<file path="src/rtl/barrier_multi_if.sv">
// ---------------------------------------------------------------------------
// barrier_multi_if
// Bundles the core-side request signals and the ring slot signals of the
// barrier_multi unit.
//   master : drives requests and the incoming ring slot (core + ring upstream)
//   slave  : the barrier unit itself
// Signals:
//   selBarrier/barrierId           barrier request and requested group
//   setTarget/targetGroup/targetIn participant-count write port
//   whichCore                      local core number (own source tag)
//   msgrWaiting/lockerWaiting      other clients contending for the Token
//   RingIn/SlotTypeIn/SrcDestIn    incoming ring slot
//   done/barrierTimeout            completion / watchdog pulses to the core
//   barrierWaiting                 unit is waiting for the Token
//   barrierDriveRing + barrier*Out outgoing ring slot
// ---------------------------------------------------------------------------
interface barrier_multi_if #(
   parameter int GW = 2,
   parameter int CW = 5
);
   logic          selBarrier;
   logic [GW-1:0] barrierId;
   logic          setTarget;
   logic [GW-1:0] targetGroup;
   logic [CW-1:0] targetIn;
   logic [3:0]    whichCore;
   logic          msgrWaiting;
   logic          lockerWaiting;
   logic [31:0]   RingIn;
   logic [3:0]    SlotTypeIn;
   logic [3:0]    SrcDestIn;
   logic          done;
   logic          barrierTimeout;
   logic          barrierWaiting;
   logic          barrierDriveRing;
   logic [31:0]   barrierRingOut;
   logic [3:0]    barrierSlotTypeOut;
   logic [3:0]    barrierSrcDestOut;

   modport master (
      output selBarrier, barrierId, setTarget, targetGroup, targetIn,
             whichCore, msgrWaiting, lockerWaiting, RingIn, SlotTypeIn, SrcDestIn,
      input  done, barrierTimeout, barrierWaiting, barrierDriveRing,
             barrierRingOut, barrierSlotTypeOut, barrierSrcDestOut
   );

   modport slave (
      input  selBarrier, barrierId, setTarget, targetGroup, targetIn,
             whichCore, msgrWaiting, lockerWaiting, RingIn, SlotTypeIn, SrcDestIn,
      output done, barrierTimeout, barrierWaiting, barrierDriveRing,
             barrierRingOut, barrierSlotTypeOut, barrierSrcDestOut
   );
endinterface

</file>
<file path="src/rtl/barrier_multi.sv">
// ---------------------------------------------------------------------------
// barrier_multi
// Ring-attached barrier unit with NGROUPS independent barrier groups. Each
// group keeps an arrival counter and a programmable participant count. The
// local core enters a barrier on a group: the unit grabs the Token, joins
// the train, emits one Barrier slot tagged with the group ID and waits for
// the group to complete (or for the watchdog to expire).
// Ports:
//   clock  : system clock
//   reset  : asynchronous active-low reset
//   bus    : barrier_multi_if.slave (core request + ring in/out, see interface)
// ---------------------------------------------------------------------------
module barrier_multi #(
   parameter int          NGROUPS        = 4,
   parameter int          GW             = 2,
   parameter int          CW             = 5,
   parameter int          DEFAULT_TARGET = 12,
   parameter int          TIMEOUT        = 65535,
   parameter logic [3:0]  NULL_T         = 4'd7,
   parameter logic [3:0]  TOKEN_T        = 4'd1,
   parameter logic [3:0]  BARRIER_T      = 4'd13
) (
   input  logic         clock,
   input  logic         reset,
   barrier_multi_if.slave bus
);

   localparam logic [15:0]   TIMEOUT_W  = TIMEOUT[15:0];
   localparam logic [CW-1:0] DEF_TARGET = CW'(DEFAULT_TARGET);

   typedef enum logic [2:0] {
      S_IDLE,
      S_WAIT_TOKEN,
      S_WAIT_N,
      S_SEND,
      S_WAIT_BARRIER
   } state_t;

   state_t        state_q;
   logic [GW-1:0] my_group_q;
   logic [15:0]   wdog_q;
   logic [7:0]    burst_len_q;

   logic               arrive;
   logic [GW-1:0]      arr_group;
   logic               token_ok;
   logic               own_return;
   logic [NGROUPS-1:0] complete;
   logic               my_complete;

   assign arrive     = (bus.SlotTypeIn == BARRIER_T);
   assign arr_group  = bus.RingIn[GW-1:0];
   // The Token is only ours when no other ring client is contending for it.
   assign token_ok   = (bus.SlotTypeIn == TOKEN_T) && !bus.msgrWaiting && !bus.lockerWaiting;
   assign own_return = arrive && (bus.SrcDestIn == bus.whichCore);

   // -----------------------------------------------------------------------
   // Per-group arrival counters and participant targets. Arrivals are
   // counted in every FSM state, including our own returning slot.
   // -----------------------------------------------------------------------
   genvar gi;
   generate
      for (gi = 0; gi < NGROUPS; gi++) begin : g_group
         logic [CW-1:0] count_q;
         logic [CW-1:0] count_d;
         logic [CW-1:0] target_q;
         logic [CW-1:0] target_d;
         logic [CW-1:0] last_idx;
         logic          hit;

         assign hit = arrive && (arr_group == GW'(gi));
         // A zero target behaves as one participant: every arrival completes.
         assign last_idx      = (target_q == '0) ? '0 : target_q - CW'(1);
         assign complete[gi]  = hit && (count_q == last_idx);

         always_comb begin
            count_d = count_q;
            if (hit) begin
               count_d = complete[gi] ? '0 : count_q + CW'(1);
            end
         end

         // Retargeting is only safe while the group is empty and no arrival
         // for it lands in the same cycle; otherwise the write is dropped.
         always_comb begin
            target_d = target_q;
            if (bus.setTarget && (bus.targetGroup == GW'(gi)) &&
                (count_q == '0) && !hit) begin
               target_d = bus.targetIn;
            end
         end

         always_ff @(posedge clock or negedge reset) begin
            if (!reset) begin
               count_q  <= '0;
               target_q <= DEF_TARGET;
            end else begin
               count_q  <= count_d;
               target_q <= target_d;
            end
         end
      end
   endgenerate

   assign my_complete = complete[my_group_q];

   // -----------------------------------------------------------------------
   // Barrier request FSM
   // -----------------------------------------------------------------------
   always_ff @(posedge clock or negedge reset) begin
      if (!reset) begin
         state_q     <= S_IDLE;
         my_group_q  <= '0;
         wdog_q      <= '0;
         burst_len_q <= '0;
      end else begin
         unique case (state_q)
            S_IDLE: begin
               if (bus.selBarrier) begin
                  my_group_q <= bus.barrierId;
                  state_q    <= S_WAIT_TOKEN;
               end
            end
            S_WAIT_TOKEN: begin
               if (token_ok) begin
                  // A non-zero train length means we must let the train
                  // pass before appending our slot at its tail.
                  if (bus.RingIn[7:0] == 8'd0) begin
                     state_q <= S_SEND;
                  end else begin
                     burst_len_q <= bus.RingIn[7:0];
                     state_q     <= S_WAIT_N;
                  end
               end
            end
            S_WAIT_N: begin
               burst_len_q <= burst_len_q - 8'd1;
               if (burst_len_q == 8'd1) begin
                  state_q <= S_SEND;
               end
            end
            S_SEND: begin
               wdog_q  <= '0;
               state_q <= S_WAIT_BARRIER;
            end
            S_WAIT_BARRIER: begin
               // The arrival counter of our group is left as-is on timeout.
               if (my_complete) begin
                  state_q <= S_IDLE;
               end else if (wdog_q == TIMEOUT_W) begin
                  state_q <= S_IDLE;
               end else begin
                  wdog_q <= wdog_q + 16'd1;
               end
            end
            default: state_q <= S_IDLE;
         endcase
      end
   end

   // -----------------------------------------------------------------------
   // Outputs. done and barrierTimeout are combinational so they line up
   // with the completing arrival / the expiring watchdog cycle.
   // -----------------------------------------------------------------------
   logic in_wait_barrier;
   logic in_send;
   logic take_token;

   assign in_wait_barrier = (state_q == S_WAIT_BARRIER);
   assign in_send         = (state_q == S_SEND);
   assign take_token      = (state_q == S_WAIT_TOKEN) && token_ok;

   assign bus.done             = bus.selBarrier && in_wait_barrier && my_complete;
   assign bus.barrierTimeout   = in_wait_barrier && !my_complete && (wdog_q == TIMEOUT_W);
   assign bus.barrierWaiting   = (state_q == S_WAIT_TOKEN);
   assign bus.barrierDriveRing = take_token || in_send || own_return;

   always_comb begin
      bus.barrierSlotTypeOut = bus.SlotTypeIn;
      bus.barrierSrcDestOut  = bus.SrcDestIn;
      bus.barrierRingOut     = bus.RingIn;
      if (in_send) begin
         bus.barrierSlotTypeOut = BARRIER_T;
         bus.barrierSrcDestOut  = bus.whichCore;
         bus.barrierRingOut     = {{(32-GW){1'b0}}, my_group_q};
      end else begin
         // Our own Barrier slot has gone all the way round: remove it.
         if (own_return) begin
            bus.barrierSlotTypeOut = NULL_T;
         end
         // Taking the Token bumps its train-length field to include us.
         if (take_token) begin
            bus.barrierRingOut = bus.RingIn + 32'd1;
         end
      end
   end

endmodule

</file>
<file path="src/flat_wrapper.sv">
// flat-port wrapper written by rule: the top's interface ports become plain ports
module barrier_multi_flat 
#(
   parameter int          NGROUPS        = 4,
   parameter int          GW             = 2,
   parameter int          CW             = 5,
   parameter int          DEFAULT_TARGET = 12,
   parameter int          TIMEOUT        = 65535,
   parameter logic [3:0]  NULL_T         = 4'd7,
   parameter logic [3:0]  TOKEN_T        = 4'd1,
   parameter logic [3:0]  BARRIER_T      = 4'd13
)
  (clock, reset, bus_selBarrier, bus_barrierId, bus_setTarget, bus_targetGroup, bus_targetIn, bus_whichCore, bus_msgrWaiting, bus_lockerWaiting, bus_RingIn, bus_SlotTypeIn, bus_SrcDestIn, bus_done, bus_barrierTimeout, bus_barrierWaiting, bus_barrierDriveRing, bus_barrierRingOut, bus_barrierSlotTypeOut, bus_barrierSrcDestOut);
  barrier_multi_if #(.GW(GW), .CW(CW)) bus_i ();
  input  logic clock;
  input  logic reset;
  input wire logic [$bits(bus_i.selBarrier)-1:0] bus_selBarrier;
  input wire logic [$bits(bus_i.barrierId)-1:0] bus_barrierId;
  input wire logic [$bits(bus_i.setTarget)-1:0] bus_setTarget;
  input wire logic [$bits(bus_i.targetGroup)-1:0] bus_targetGroup;
  input wire logic [$bits(bus_i.targetIn)-1:0] bus_targetIn;
  input wire logic [$bits(bus_i.whichCore)-1:0] bus_whichCore;
  input wire logic [$bits(bus_i.msgrWaiting)-1:0] bus_msgrWaiting;
  input wire logic [$bits(bus_i.lockerWaiting)-1:0] bus_lockerWaiting;
  input wire logic [$bits(bus_i.RingIn)-1:0] bus_RingIn;
  input wire logic [$bits(bus_i.SlotTypeIn)-1:0] bus_SlotTypeIn;
  input wire logic [$bits(bus_i.SrcDestIn)-1:0] bus_SrcDestIn;
  output wire logic [$bits(bus_i.done)-1:0] bus_done;
  output wire logic [$bits(bus_i.barrierTimeout)-1:0] bus_barrierTimeout;
  output wire logic [$bits(bus_i.barrierWaiting)-1:0] bus_barrierWaiting;
  output wire logic [$bits(bus_i.barrierDriveRing)-1:0] bus_barrierDriveRing;
  output wire logic [$bits(bus_i.barrierRingOut)-1:0] bus_barrierRingOut;
  output wire logic [$bits(bus_i.barrierSlotTypeOut)-1:0] bus_barrierSlotTypeOut;
  output wire logic [$bits(bus_i.barrierSrcDestOut)-1:0] bus_barrierSrcDestOut;
  assign bus_i.selBarrier = bus_selBarrier;
  assign bus_i.barrierId = bus_barrierId;
  assign bus_i.setTarget = bus_setTarget;
  assign bus_i.targetGroup = bus_targetGroup;
  assign bus_i.targetIn = bus_targetIn;
  assign bus_i.whichCore = bus_whichCore;
  assign bus_i.msgrWaiting = bus_msgrWaiting;
  assign bus_i.lockerWaiting = bus_lockerWaiting;
  assign bus_i.RingIn = bus_RingIn;
  assign bus_i.SlotTypeIn = bus_SlotTypeIn;
  assign bus_i.SrcDestIn = bus_SrcDestIn;
  assign bus_done = bus_i.done;
  assign bus_barrierTimeout = bus_i.barrierTimeout;
  assign bus_barrierWaiting = bus_i.barrierWaiting;
  assign bus_barrierDriveRing = bus_i.barrierDriveRing;
  assign bus_barrierRingOut = bus_i.barrierRingOut;
  assign bus_barrierSlotTypeOut = bus_i.barrierSlotTypeOut;
  assign bus_barrierSrcDestOut = bus_i.barrierSrcDestOut;
  barrier_multi #(.NGROUPS(NGROUPS), .GW(GW), .CW(CW), .DEFAULT_TARGET(DEFAULT_TARGET), .TIMEOUT(TIMEOUT), .NULL_T(NULL_T), .TOKEN_T(TOKEN_T), .BARRIER_T(BARRIER_T)) u_core (.clock(clock), .reset(reset), .bus(bus_i));
endmodule
</file>
<file path="config.mk">
export PLATFORM = sky130hd
export DESIGN_NAME = barrier_multi_flat
export DESIGN_NICKNAME = d
export VERILOG_FILES = /design/src/rtl/barrier_multi_if.sv /design/src/rtl/barrier_multi.sv /design/src/flat_wrapper.sv
export SDC_FILE = /design/constraint.sdc
export NUM_CORES = 1
export LEC_CHECK = 0
export ABC_CLOCK_PERIOD_IN_PS = 5200
export CAP_MARGIN = 5
export CORE_ASPECT_RATIO = 1.25
export CORE_MARGIN = 10
export CORE_UTILIZATION = 30
export DETAILED_ROUTE_END_ITERATION = 8
export MAX_ROUTING_LAYER = met4
export PLACE_DENSITY_LB_ADDON = 0.12
export SLEW_MARGIN = 20
export SYNTH_ARGS = -nofsm -noshare
export SYNTH_HDL_FRONTEND = slang
export SYNTH_SLANG_ARGS = --single-unit
</file>
<file path="constraint.sdc">
create_clock -name clock -period 5.2 [get_ports clock]
set_input_delay 0.52 -clock clock [delete_from_list [all_inputs] [get_ports clock]]
set_output_delay 0.52 -clock clock [all_outputs]
set_load 0.1 [all_outputs]
</file>
==> results of run 1 <==
[metal layers]
metal	wire [um]	share of wire, %	global-route usage, %	vias up
li1	-	-	-	2673
met4	263	1.6	4.63	0
met2	8330	49	23.5	117
met3	875	5.2	3.92	14
met5	0	0	-	-
met1	7480	44	16.7	2544
[cells by family (layout without fill, tap and decap cells)]
group	after synthesis	count (layout)	synth area share [%]
flip-flops	69	69	31.4
multiplexers	16	16	3.23
buffers and inverters	61	154	4.89
XOR/XNOR	59	59	9.34
adder cells (fa/ha/maj)	19	19	4.30
AND/OR/NAND/NOR	361	361	34.3
AO/OA/AOI/OAI	116	116	12.5
[layout by cell type, fill, tap and decap left out, drive strengths merged, types with 33 or more instances in the layout]
cell           synthesis  final
nor2                  87     87
nand3                 50     50
buf                   13     39
clkdlybuf4s50          0     67
inv                   32     33
o21ai                 40     40
xor2                  39     39
dfrtp                 61     61
a21oi                 40     40
nand2                 79     79
[per-stage QoR]
stage / instance area, um2 / setup WS (ns) / power [uW] / util, %
after floorplan: 5530 / 0.599 / 1610 / -
after global placement: 6620 / 1.24 / 1870 / 36.6
after detailed placement: 6620 / 1.16 / 1900 / 36.6
after CTS: 6920 / 1.15 / 2550 / 38.2
after global routing: 6930 / 0.830 / 2720 / 38.3
final: 6930 / 1.15 / 2530 / 38.3
[state kept, by name, indices dropped and copies added (netlist names)]
register / flops
u_core.state_q: 3
u_core.my_group_q: 2
u_core.wdog_q: 16
u_core.g_group.target_q: 20
u_core.g_group.count_q: 20
u_core.burst_len_q: 8
[how the worst max path moves through the flow]
stage / depth (start not counted) / slack [ns] / to
after floorplan: 12 / 0.60 / bus_barrierTimeout
after global placement: 10 / 1.24 / bus_done
after detailed placement: 10 / 1.16 / bus_done
after CTS: 10 / 1.15 / bus_done
after global routing: 11 / 0.83 / bus_done
final: 10 / 1.15 / bus_done
[power by group through the flow]
| stage | Clock, uW | Combinational (uW) | Sequential (uW) |
|---|---|---|---|
| 2_1_floorplan | 0 | 734 | 878 |
| 3_3_place_gp | 0 | 923 | 950 |
| 3_5_place_dp | 0 | 940 | 962 |
| 4_1_cts | 652 | 947 | 955 |
| 5_1_grt | 677 | 1050 | 991 |
| 6_report | 632 | 937 | 959 |
[layout make-up]
| cell class | instances | area [um2] |
|---|---|---|
| fillers | 1874 | 11200 |
| repair buffers | 106 | 965 |
| multi-input cells | 571 | 3520 |
| flip-flops and latches | 69 | 1740 |
| well taps | 228 | 285 |
| clock buffers | 11 | 243 |
| inverters | 32 | 120 |
| clock inverters | 5 | 58.8 |
==> implementation parameters, run 1 <==
Parameter                              Value

Run status
  Outcome ... finished, final reports clean

Drt
  Overall routed net length ... roughly 17 mm
  First DRT Iteration DRCs ... around 310
  Via Count ... 5348
  Vias per std cell ... approximately 5.2
  Post-detailed-route DRC marker count ... 0
  Detailed-route wire length per cell ... 16.6 um
  Iteration count of the initial detailed-routing pass ... 5
  Residual antenna-violating net count after detailed routing ... 0

Setup path
  Kind of start point of the critical path ... primary input
  Chain of cells forming the critical path ... clkdlybuf4s50_1 > and4b_1 > and2_1 > nand3_1 > a211o_1 > o32a_2 > o221ai_2 > buf_4 > and3_1 > buf_4
  Worst endpoint required time ... 4.68 ns
  Register-to-Register Path Depth ... 11
  CP dominant cell by count ... buf_4
  Arrival time reported for the critical path endpoint ... about 3.5 ns
  CP delay by family, top ... buffers and inverters
  Buf/Inv on CP ... 3
  Crit. Startpoint ... bus_SlotTypeIn[0]
  Peak per-stage delay on the critical path ... 0.53 ns
  CP max-delay cell ... clkdlybuf4s50_1
  Worst setup path category ... primary input to output pin
  Maximum fanout count along the critical path ... 31
  Flop-to-flop setup slack ... 2.05 ns
  Source of the worst register-to-register timing path ... u_core.g_group[0].target_q[0]
  Capture point of the worst reg-to-reg path ... u_core.wdog_q[13]
  Crit path capture type ... output pin

Timing
  Total count of max-transition violations in the final report ... 0
  Final Hold Vio Count ... 0
  Worst relative slew slack ... 30.8%
  Fmax achieved ... 247 MHz
  Minimum clock period after layout ... ~4.1 ns
  Unrepaired setup endpoints after global routing ... no
  Post-Route Hold Slack ... 0.309 ns
  Period utilization ... between 70% and 80%
  Total negative slack ... 0 ns
  Worst-margin pin slew ... just over 1 ns
  Final setup violation count ... 0
  Largest clock skew in the final design ... 0.00973 ns

Synth
  Most used flip-flop cell after synthesis ... dfrtp_1
  Top cell type's share of synthesized area ... between 20% and 30%
  Cell types with the highest counts after synthesis ... 87 x nor2_1, 78 x nand2_1, 61 x dfrtp_1
  Most numerous cell in the Yosys netlist ... nor2_1
  Nets in the synthesized netlist ... 779
  Ys Warns ... 0
  Count of mapped cells out of synthesis ... 701
  Distinct cells, synth ... 66
  Proportion of synthesized chip area in sequential cells ... 31.4%
  Proportion of register bits with asynchronous set or reset after synthesis ... 100%
  Number of synthesized flops with an enable pin ... 0
  Post-synth design cell area ... 5530 um2
  Avg Inst Size Synth ... 7.89 um2
  Synth top area cells ... dfrtp_1 28%, xor2_1 6.2%, nor2_1 5.9%
  Top cell type by total area after synthesis ... dfrtp_1
  Seq cells post-synth ... 69

Clock tree
  Root Buffer Master ... clkbuf_16
  Clk slew on worst S/H paths ... around 0.060 ns
  # H-tree levels ... 3
  Maximum count of clock buffers along a single path ... 2
  Gates resized, CTS repair ... 0
  Clock latency of the later-clocked register in the worst-skew pair ... around 0.34 ns
  CTS hold repair buffers ... 0
  Post-CTS Setup Bufs ... 0
  CTS tree ... yes
  Number of clock buffers inserted by TritonCTS ... 9
  Clock Sinks ... 69

Layout
  Fraction of layout cells with a size suffix above 1 ... 11.8%
  Post-layout instance count excluding filler cells ... 1022
  Layout overhead on the synthesized area ... 25.3%
  Net count reported at finish ... 867
  Count of inserted antenna diode cells ... 0

Placed design
  Final HPWL DP ... 12.8 mm
  Routability-driven placement congestion ratio ... 0.837
  Count of placed standard cells including taps ... 1005
  Port buffer count ... 102

Power
  Leak ... 0.00285 uW
  Sequential Power Share ... 37.9%
  NetSw ... 1040 uW
  Power per Cell Area ... 365 nW/um2
  Proportion of total power due to net switching ... between 40% and 50%
  Pint ... 1490 uW
  Fraction of power consumed by the clock network ... between 20 and 30%
  Worst vdd ir ... approximately 0.00014 V
  Proportion of power drawn by combinational gates ... ~37%

Global routing
  All-Layer GR Usage ... 14.3%
  Antenna violations before repair ... 0
  Maximum number of pins on one net before global-route repair ... 39
  GRT overflow ... 0
  Wire length of the first global-routing pass ... 27.6 mm
  Via count of the first global-routing pass ... 5446

Die
  Width of the chip ... 141 um
  Count of pins on the block boundary ... 103
  Die boundary height ... 172 um
  Core box area ... 18100 um2
  Number of core rows ... 55
  Starting density of the core ... 30.6%
  Overall die area ... 24300 um2

Flow run
  Max_cap viols ... 0

Hold path
  Path type of the worst min-delay path ... primary input to asynchronous set/reset pin
(Power assumes the default switching activity.)
==> run 2, diff against run 1 <==
ABC_CLOCK_PERIOD_IN_PS = 3900   (was 5200)
clock period = 3.9 ns   (was 5.2 ns; I/O delays follow)
==> run 2 against run 1 <==
  * Die area is the same
  * Highest routed layer unchanged
  * Flip-flop and latch count is the same
  * Sequential share of layout area shrank 1.3 points
  * Power grew 36%
  * Core utilization grew 2.1 points
  * Count of clock-buffer cells in the layout grew 1
  * Global-route usage grew 0.14 points
  * Non-clock buffer count grew 2
  * Cell count grew 0.20%
  * Register-to-register slack lost 1.3 ns
  * Hold slack lost 0.066 ns
==> implementation parameters, run 2 (synthesis gave the netlist of run 1 again) <==
Parameter                              Value

Drt
  Residual antenna-violating net count after detailed routing ... 0 (unchanged)
  Max layer used ... met4
  Detailed-route wire length per cell ... 16.6 um (-0.11%)
  Post-detailed-route DRC marker count ... 0 (unchanged)
  Iteration count of the initial detailed-routing pass ... 5 (unchanged)
  Overall routed net length ... 17.0 mm (about the same)
  Total met3 wirelength after detailed routing ... 1.18 mm (+35%)
  Routed wl met2 ... 8.21 mm (-1.4%)
  First DRT Iteration DRCs ... 367 (+18%)
  Vias per std cell ... 5.27 (+0.78%)
  Via Count ... 5400 (+0.97%)
  Length of routed wiring on met1 ... 7.20 mm (-3.7%)

Hold path
  Path type of the worst min-delay path ... primary input to asynchronous set/reset pin

Clock tree
  Number of clock buffers inserted by TritonCTS ... 9 (unchanged)
  # H-tree levels ... 3 (unchanged)
  Clock latency of the later-clocked register in the worst-skew pair ... 0.34 ns (about the same)
  Clk slew on worst S/H paths ... 0.06 ns (about the same)
  CTS tree ... yes
  CTS hold repair buffers ... 0 (unchanged)
  Maximum count of clock buffers along a single path ... 2 (unchanged)
  Clock Sinks ... 69 (unchanged)
  Root Buffer Master ... clkbuf_16

Timing
  Minimum clock period after layout ... 3.62 ns
  Fmax achieved ... 276 MHz
  Final setup violation count ... 0 (unchanged)
  Post-Route Hold Slack ... 0.242 ns (-0.0663 ns)
  Final Hold Vio Count ... 0 (unchanged)
  Largest clock skew in the final design ... 0.00627 ns (-0.00346 ns)
  Worst-margin pin slew ... 1.05 ns (+0.0140 ns)
  Final WS setup ... 0.279 ns (-0.870 ns)
  Total negative slack ... 0 ns (unchanged)
  Period utilization ... 92.9%
  Worst relative slew slack ... 29.8% (-0.98 points)
  Unrepaired setup endpoints after global routing ... no
  Total count of max-transition violations in the final report ... 0 (unchanged)

Setup path
  Peak per-stage delay on the critical path ... 0.56 ns (+0.03 ns)
  Maximum fanout count along the critical path ... 14 (-55%)
  Crit path capture type ... output pin
  Chain of cells forming the critical path ... inv_1 > ha_1 > nand2b_1 > nor3_1 > a21oi_1 > o32a_1 > or4_4 > o221ai_4 > and3_1 > buf_12
  Arrival time reported for the critical path endpoint ... 3.23 ns (-0.30 ns)
  Worst setup path category ... flop to output pin
  Source of the worst register-to-register timing path ... u_core.g_group[3].target_q[0]
  Worst endpoint required time ... 3.51 ns (-1.17 ns)
  Register-to-Register Path Depth ... 11 (unchanged)
  CP max-delay cell ... or4_4
  Capture point of the worst reg-to-reg path ... u_core.wdog_q[13]
  Flop-to-flop setup slack ... 0.70 ns (-1.35 ns)
  Kind of start point of the critical path ... flop

Layout
  Count of inserted antenna diode cells ... 0 (unchanged)
  Most frequent standard cell in the layout excluding fill and tap cells ... nor2_1
  Leading cell types in the layout, fill and taps excluded ... 85 x nor2_1, 78 x nand2_1, 61 x dfrtp_1, 57 x clkdlybuf4s50_1, 50 x nand3_1
  Non-Filler Cell Area, Final ... 7310 um2 (+5.4%)
  Total of fill cells in the finished design ... 1850 (-1.3%)
  Layout overhead on the synthesized area ... 32.1%
  Fraction of layout cells with a size suffix above 1 ... 13.9% (+2.1 points)
  Net count reported at finish ... 869 (+0.23%)
  Final core utilization ... 40.4% (+2.1 points)
  Registers with the highest flip-flop counts ... u_core.g_group.count_q (20), u_core.g_group.target_q (20), u_core.wdog_q (16)

Global routing
  GRT overflow ... 0 (unchanged)
  All-Layer GR Usage ... 14.4% (+0.14 points)
  Maximum number of pins on one net before global-route repair ... 70 (+79%)
  Wire length of the first global-routing pass ... 27.8 mm (+0.85%)
  Antenna violations before repair ... 0 (unchanged)
  Via count of the first global-routing pass ... 5449 (+0.055%)

Placed design
  Final HPWL DP ... 13.0 mm (+1.2%)
  Placed instance area ... 6990 um2 (+5.5%)
  Routability-driven placement congestion ratio ... 0.804 (-3.8%)
  Port buffer count ... 102 (unchanged)
  Setup slack at placement ... 0.302 ns (-0.854 ns)

Flow run
  Max_cap viols ... 0 (unchanged)

Die
  Core box area ... 18100 um2 (unchanged)
  Count of pins on the block boundary ... 103 (unchanged)
  Starting density of the core ... 30.6% (unchanged)
  Number of core rows ... 55 (unchanged)
  Width of the chip ... 141 um (unchanged)
  Die boundary height ... 172 um (unchanged)
  Overall die area ... 24300 um2 (unchanged)

Power
  NetSw ... 1390 uW (+34%)
  Pint ... 2040 uW (+37%)
  Power per Cell Area ... 470 nW/um2 (+29%)
  Fraction of power consumed by the clock network ... 24.6% (-0.4 points)
  Proportion of total power due to net switching ... 40.6% (-0.45 points)
  Proportion of power drawn by combinational gates ... 38.2% (+1.1 points)
  Leak ... 0.00301 uW (+5.3%)
  Worst vdd ir ... 0.000240 V (+70%)
  Sequential Power Share ... 37.2% (-0.7 points)

Run status
  Outcome ... finished, final reports clean
-- run 2: critical path: cells and delay by family (launching register included) --
family	cells	cell delay, ns
DFF	1	0.43
adders and majority gates	1	0.18
and+or+nand+nor	4	1.17
buffers and inverters	2	0.28
AOI/OAI and AO/OA	3	0.82
-- run 2: final cells by class --
class,instances,area [um2],area share [%]
multi-input cells,571,3560,48.7
flip-flops and latches,69,1740,23.8
repair buffers,108,1300,17.8
well taps,228,285,3.90
clock buffers,12,256,3.51
inverters,32,120,1.64
clock inverters,4,47.5,0.650
-- run 2: how the worst max path moves through the flow --
stage / startpoint / endpoint / slack (ns)
6_report: u_core.g_group[3].target_q[0] / bus_done / 0.28
3_5_place_dp: bus_RingIn[0] / bus_done / 0.30
4_1_cts: u_core.g_group[3].target_q[0] / bus_done / 0.04
3_3_place_gp: bus_SlotTypeIn[0] / bus_done / 0.38
5_1_grt: u_core.g_group[0].target_q[0] / bus_done / 0.07
2_1_floorplan: u_core.state_q[1] / bus_barrierRingOut[27] / 0.1
-- run 2: per-stage QoR --
step,power [uW],instances
global placement,2560,1008
detailed placement,2580,1008
floorplan,2150,701
global route,3680,1024
CTS,3450,1024
finish,3430,1024
-- run 2: what timing repair did --
item                                   CTS  global route
endpoints found under the hold margin    0             0
setup endpoints to repair                0             2
resized for setup                        0             2
setup buffers                            0             0
-- run 2: power groups by stage --
stage | logic (uW) | registers, uW | clock network [uW]
detailed placement | 1300 | 1280 | 0
global placement | 1290 | 1270 | 0
global route | 1460 | 1330 | 894
floorplan | 980 | 1170 | 0
finish | 1310 | 1280 | 846
CTS | 1310 | 1270 | 868
-- run 2: layer usage --
metal  vias up  global-route usage [%]
met5         -                       -
met2       170                    23.6
met1      2530                    16.4
met3        26                    4.30
met4         0                    5.52
li1       2674                       -
==> run 3, diff against run 2 <==
CORE_UTILIZATION = 45   (was 30)
SETUP_SLACK_MARGIN = 0.3   (was default)
TNS_END_PERCENT = 100   (was default)
==> run 3 against run 2 <==
  * Flip-flop and latch count is the same
  * Sequential power is essentially flat
  * Sequential share of layout area is essentially flat
  * Largest cell class unchanged
  * Critical endpoint is now bus_barrierRingOut[27]
  * Global-route usage grew 4.9 points
  * Critical path depth is the same
  * Clock skew grew 0.0041 ns
==> implementation parameters, run 3 (synthesis gave the netlist of run 1 again) <==
Parameter                              Value

Run status
  Outcome ... finished, final reports clean

Drt
  Post-detailed-route DRC marker count ... 0 (unchanged)
  Via Count ... 5468 (+1.3%)
  Residual antenna-violating net count after detailed routing ... 0 (unchanged)
  Overall routed net length ... 16.1 mm (-4.8%)
  Iteration count of the initial detailed-routing pass ... 6 (+1)
  Vias per std cell ... 5.67 (+7.6%)
  Detailed-route wire length per cell ... 16.8 um (+1.1%)
  First DRT Iteration DRCs ... 342 (-6.8%)

Timing
  Unrepaired setup endpoints after global routing ... yes
  Total count of max-transition violations in the final report ... 0 (unchanged)
  Minimum clock period after layout ... 3.50 ns (-0.119 ns)
  Worst relative slew slack ... 33.9% (+4.1 points)
  Period utilization ... 89.8% (-3.0 points)
  Final setup violation count ... 0 (unchanged)
  Largest clock skew in the final design ... 0.0104 ns (+0.00409 ns)
  Fmax achieved ... 286 MHz (+3.4%)
  Final Hold Vio Count ... 0 (unchanged)
  Worst-margin pin slew ... 0.988 ns (-0.0613 ns)
  Total negative slack ... 0 ns (unchanged)

Die
  Starting density of the core ... 45.7% (+15 points)
  Die boundary height ... 144 um (-16%)
  Overall die area ... 17200 um2 (-29%)
  Core box area ... 12100 um2 (-33%)
  Width of the chip ... 119 um (-16%)
  Number of core rows ... 45 (-18%)
  Count of pins on the block boundary ... 103 (unchanged)

Placed design
  Count of placed standard cells including taps ... 943 (-6.4%)
  Routability-driven placement congestion ratio ... 0.843 (+4.8%)
  Final HPWL DP ... 12.4 mm (-4.8%)
  Port buffer count ... 102 (unchanged)

Layout
  Leading cell types in the layout, fill and taps excluded ... 78 x nor2_1, 78 x nand2_1, 61 x dfrtp_1, 57 x clkdlybuf4s50_1, 50 x nand3_1
  Count of inserted antenna diode cells ... 0 (unchanged)
  Layout overhead on the synthesized area ... 32.3%
  Registers with the highest flip-flop counts ... u_core.g_group.count_q (20), u_core.g_group.target_q (20), u_core.wdog_q (16)
  Fraction of layout cells with a size suffix above 1 ... 16.1% (+2.2 points)
  Post-layout instance count excluding filler cells ... 964 (-5.9%)
  Net count reported at finish ... 873 (+0.46%)
  Total of fill cells in the finished design ... 1074 (-42%)
  Final core utilization ... 60.4% (+20 points)

Setup path
  Kind of start point of the critical path ... primary input
  Worst setup path category ... primary input to output pin
  Worst endpoint required time ... 3.51 ns (about the same)
  Flop-to-flop setup slack ... 0.93 ns (+0.23 ns)
  Buf/Inv on CP ... 2 (unchanged)
  CP max-delay cell ... or4_4
  Maximum fanout count along the critical path ... 6 (-8)
  Peak per-stage delay on the critical path ... 0.59 ns (+0.03 ns)
  Arrival time reported for the critical path endpoint ... 3.11 ns (-0.12 ns)
  Chain of cells forming the critical path ... clkdlybuf4s50_1 > or4_4 > nor4_4 > nand4_1 > nor2_2 > and2_4 > nand4_1 > xor2_1 > nor2_2 > buf_12
  Crit path capture type ... output pin
  CP delay by family, top ... simple AND/OR/NAND/NOR gates

Global routing
  Maximum number of pins on one net before global-route repair ... 39 (-44%)
  Met2 usage in global routing ... 33.0% (+9.4 points)
  All-Layer GR Usage ... 19.4% (+4.9 points)
  Met1 layer usage reported by global route ... 22.1% (+5.7 points)
  Via count of the first global-routing pass ... 5521 (+1.3%)
  Highest-utilization routing layer at the global route stage ... met2
  Met3 demand-to-capacity share in global routing ... 5.42% (+1.1 points)
  Wire length of the first global-routing pass ... 26.7 mm (-4.0%)
  Antenna violations before repair ... 0 (unchanged)
  GRT overflow ... 0 (unchanged)

Clock tree
  # H-tree levels ... 3 (unchanged)
  Maximum count of clock buffers along a single path ... 2 (unchanged)
  Root Buffer Master ... clkbuf_16
  Clock latency of the later-clocked register in the worst-skew pair ... 0.35 ns (about the same)
  Number of clock buffers inserted by TritonCTS ... 9 (unchanged)
  CTS tree ... yes
  Clk slew on worst S/H paths ... 0.06 ns (about the same)
  CTS hold repair buffers ... 0 (unchanged)
  Clock Sinks ... 69 (unchanged)

Power
  Worst vdd ir ... 0.000224 V (-6.4%)
  Power per Cell Area ... 479 nW/um2 (+1.9%)
  Leak ... 0.00305 uW (+1.4%)

Flow run
  Max_cap viols ... 0 (unchanged)

Hold path
  Path type of the worst min-delay path ... primary input to asynchronous set/reset pin
## run 3: cell count changes in the layout (fill, tap and decap cells not counted), sizes merged
cell / previous run / this run
inv: 32 / 33
clkinvlp: 1 / 0
clkbuf: 12 / 11
buf: 51 / 55
bufinv: 1 / 2
## run 3: path summary, 6_finish.rpt
path,cells past startpoint,end,start
min in group clock,2,u_core.burst_len_q[6],u_core.burst_len_q[6]
setup reg to reg,11,u_core.wdog_q[9],u_core.g_group[1].target_q[0]
setup / recovery,10,bus_barrierRingOut[27],bus_SlotTypeIn[3]
max in group asynchronous,2,u_core.state_q[1],reset
hold / removal,1,u_core.g_group[2].target_q[4],reset
hold reg to reg,2,u_core.burst_len_q[6],u_core.burst_len_q[6]
## run 3: area by class of cell
type / count / area (um2) / area share (%)
clock buffers: 11 / 243 / 3.32
clock inverters: 5 / 82.6 / 1.13
inverters: 32 / 120 / 1.64
multi-input cells: 571 / 3600 / 49.2
flip-flops and latches: 69 / 1740 / 23.7
well taps: 164 / 205 / 2.80
repair buffers: 112 / 1330 / 18.1
## run 3: worst register-to-register path: cells and delay by family (launching register included)
kind	cells	cell delay [ns]
compound gates	2	0.30
xor+xnor	1	0.18
fa+ha+maj	1	0.20
buf+inv	2	0.29
flops	1	0.44
simple gates	5	1.51
## run 3: stage by stage
step / power, uW / cell area, um2 / hold WS [ns] / worst slack, ns
after global routing: 3760 / 7320 / 0.173 / 0.244
after detailed placement: 2560 / 6910 / 0.489 / 0.314
after CTS: 3490 / 7250 / 0.132 / 0.302
after floorplan: 2150 / 5570 / 0.0944 / 0.279
after global placement: 2510 / 6910 / 0.478 / 0.389
final: 3500 / 7320 / 0.117 / 0.398
## run 3: repair_timing
action                     in CTS  in global routing
pin swaps                       0                  4
setup endpoints to repair       1                  7
setup buffers                   0                  5
gates resized for setup         2                  8
## run 3: power by group
part,total [uW],leakage (uW),internal (uW),switching (uW)
Combinational,1310,0.00207,561,748
Sequential,1280,0.000817,955,329
Clock,908,0.000160,580,328
Total,3500,0.00305,2100,1410
## run 3: metal layers
metal | up-vias | part of all wire (%)
met5 | - | 0
met4 | 0 | 1.4
met3 | 19 | 5.3
met2 | 150 | 51
met1 | 2621 | 42
li1 | 2678 | -
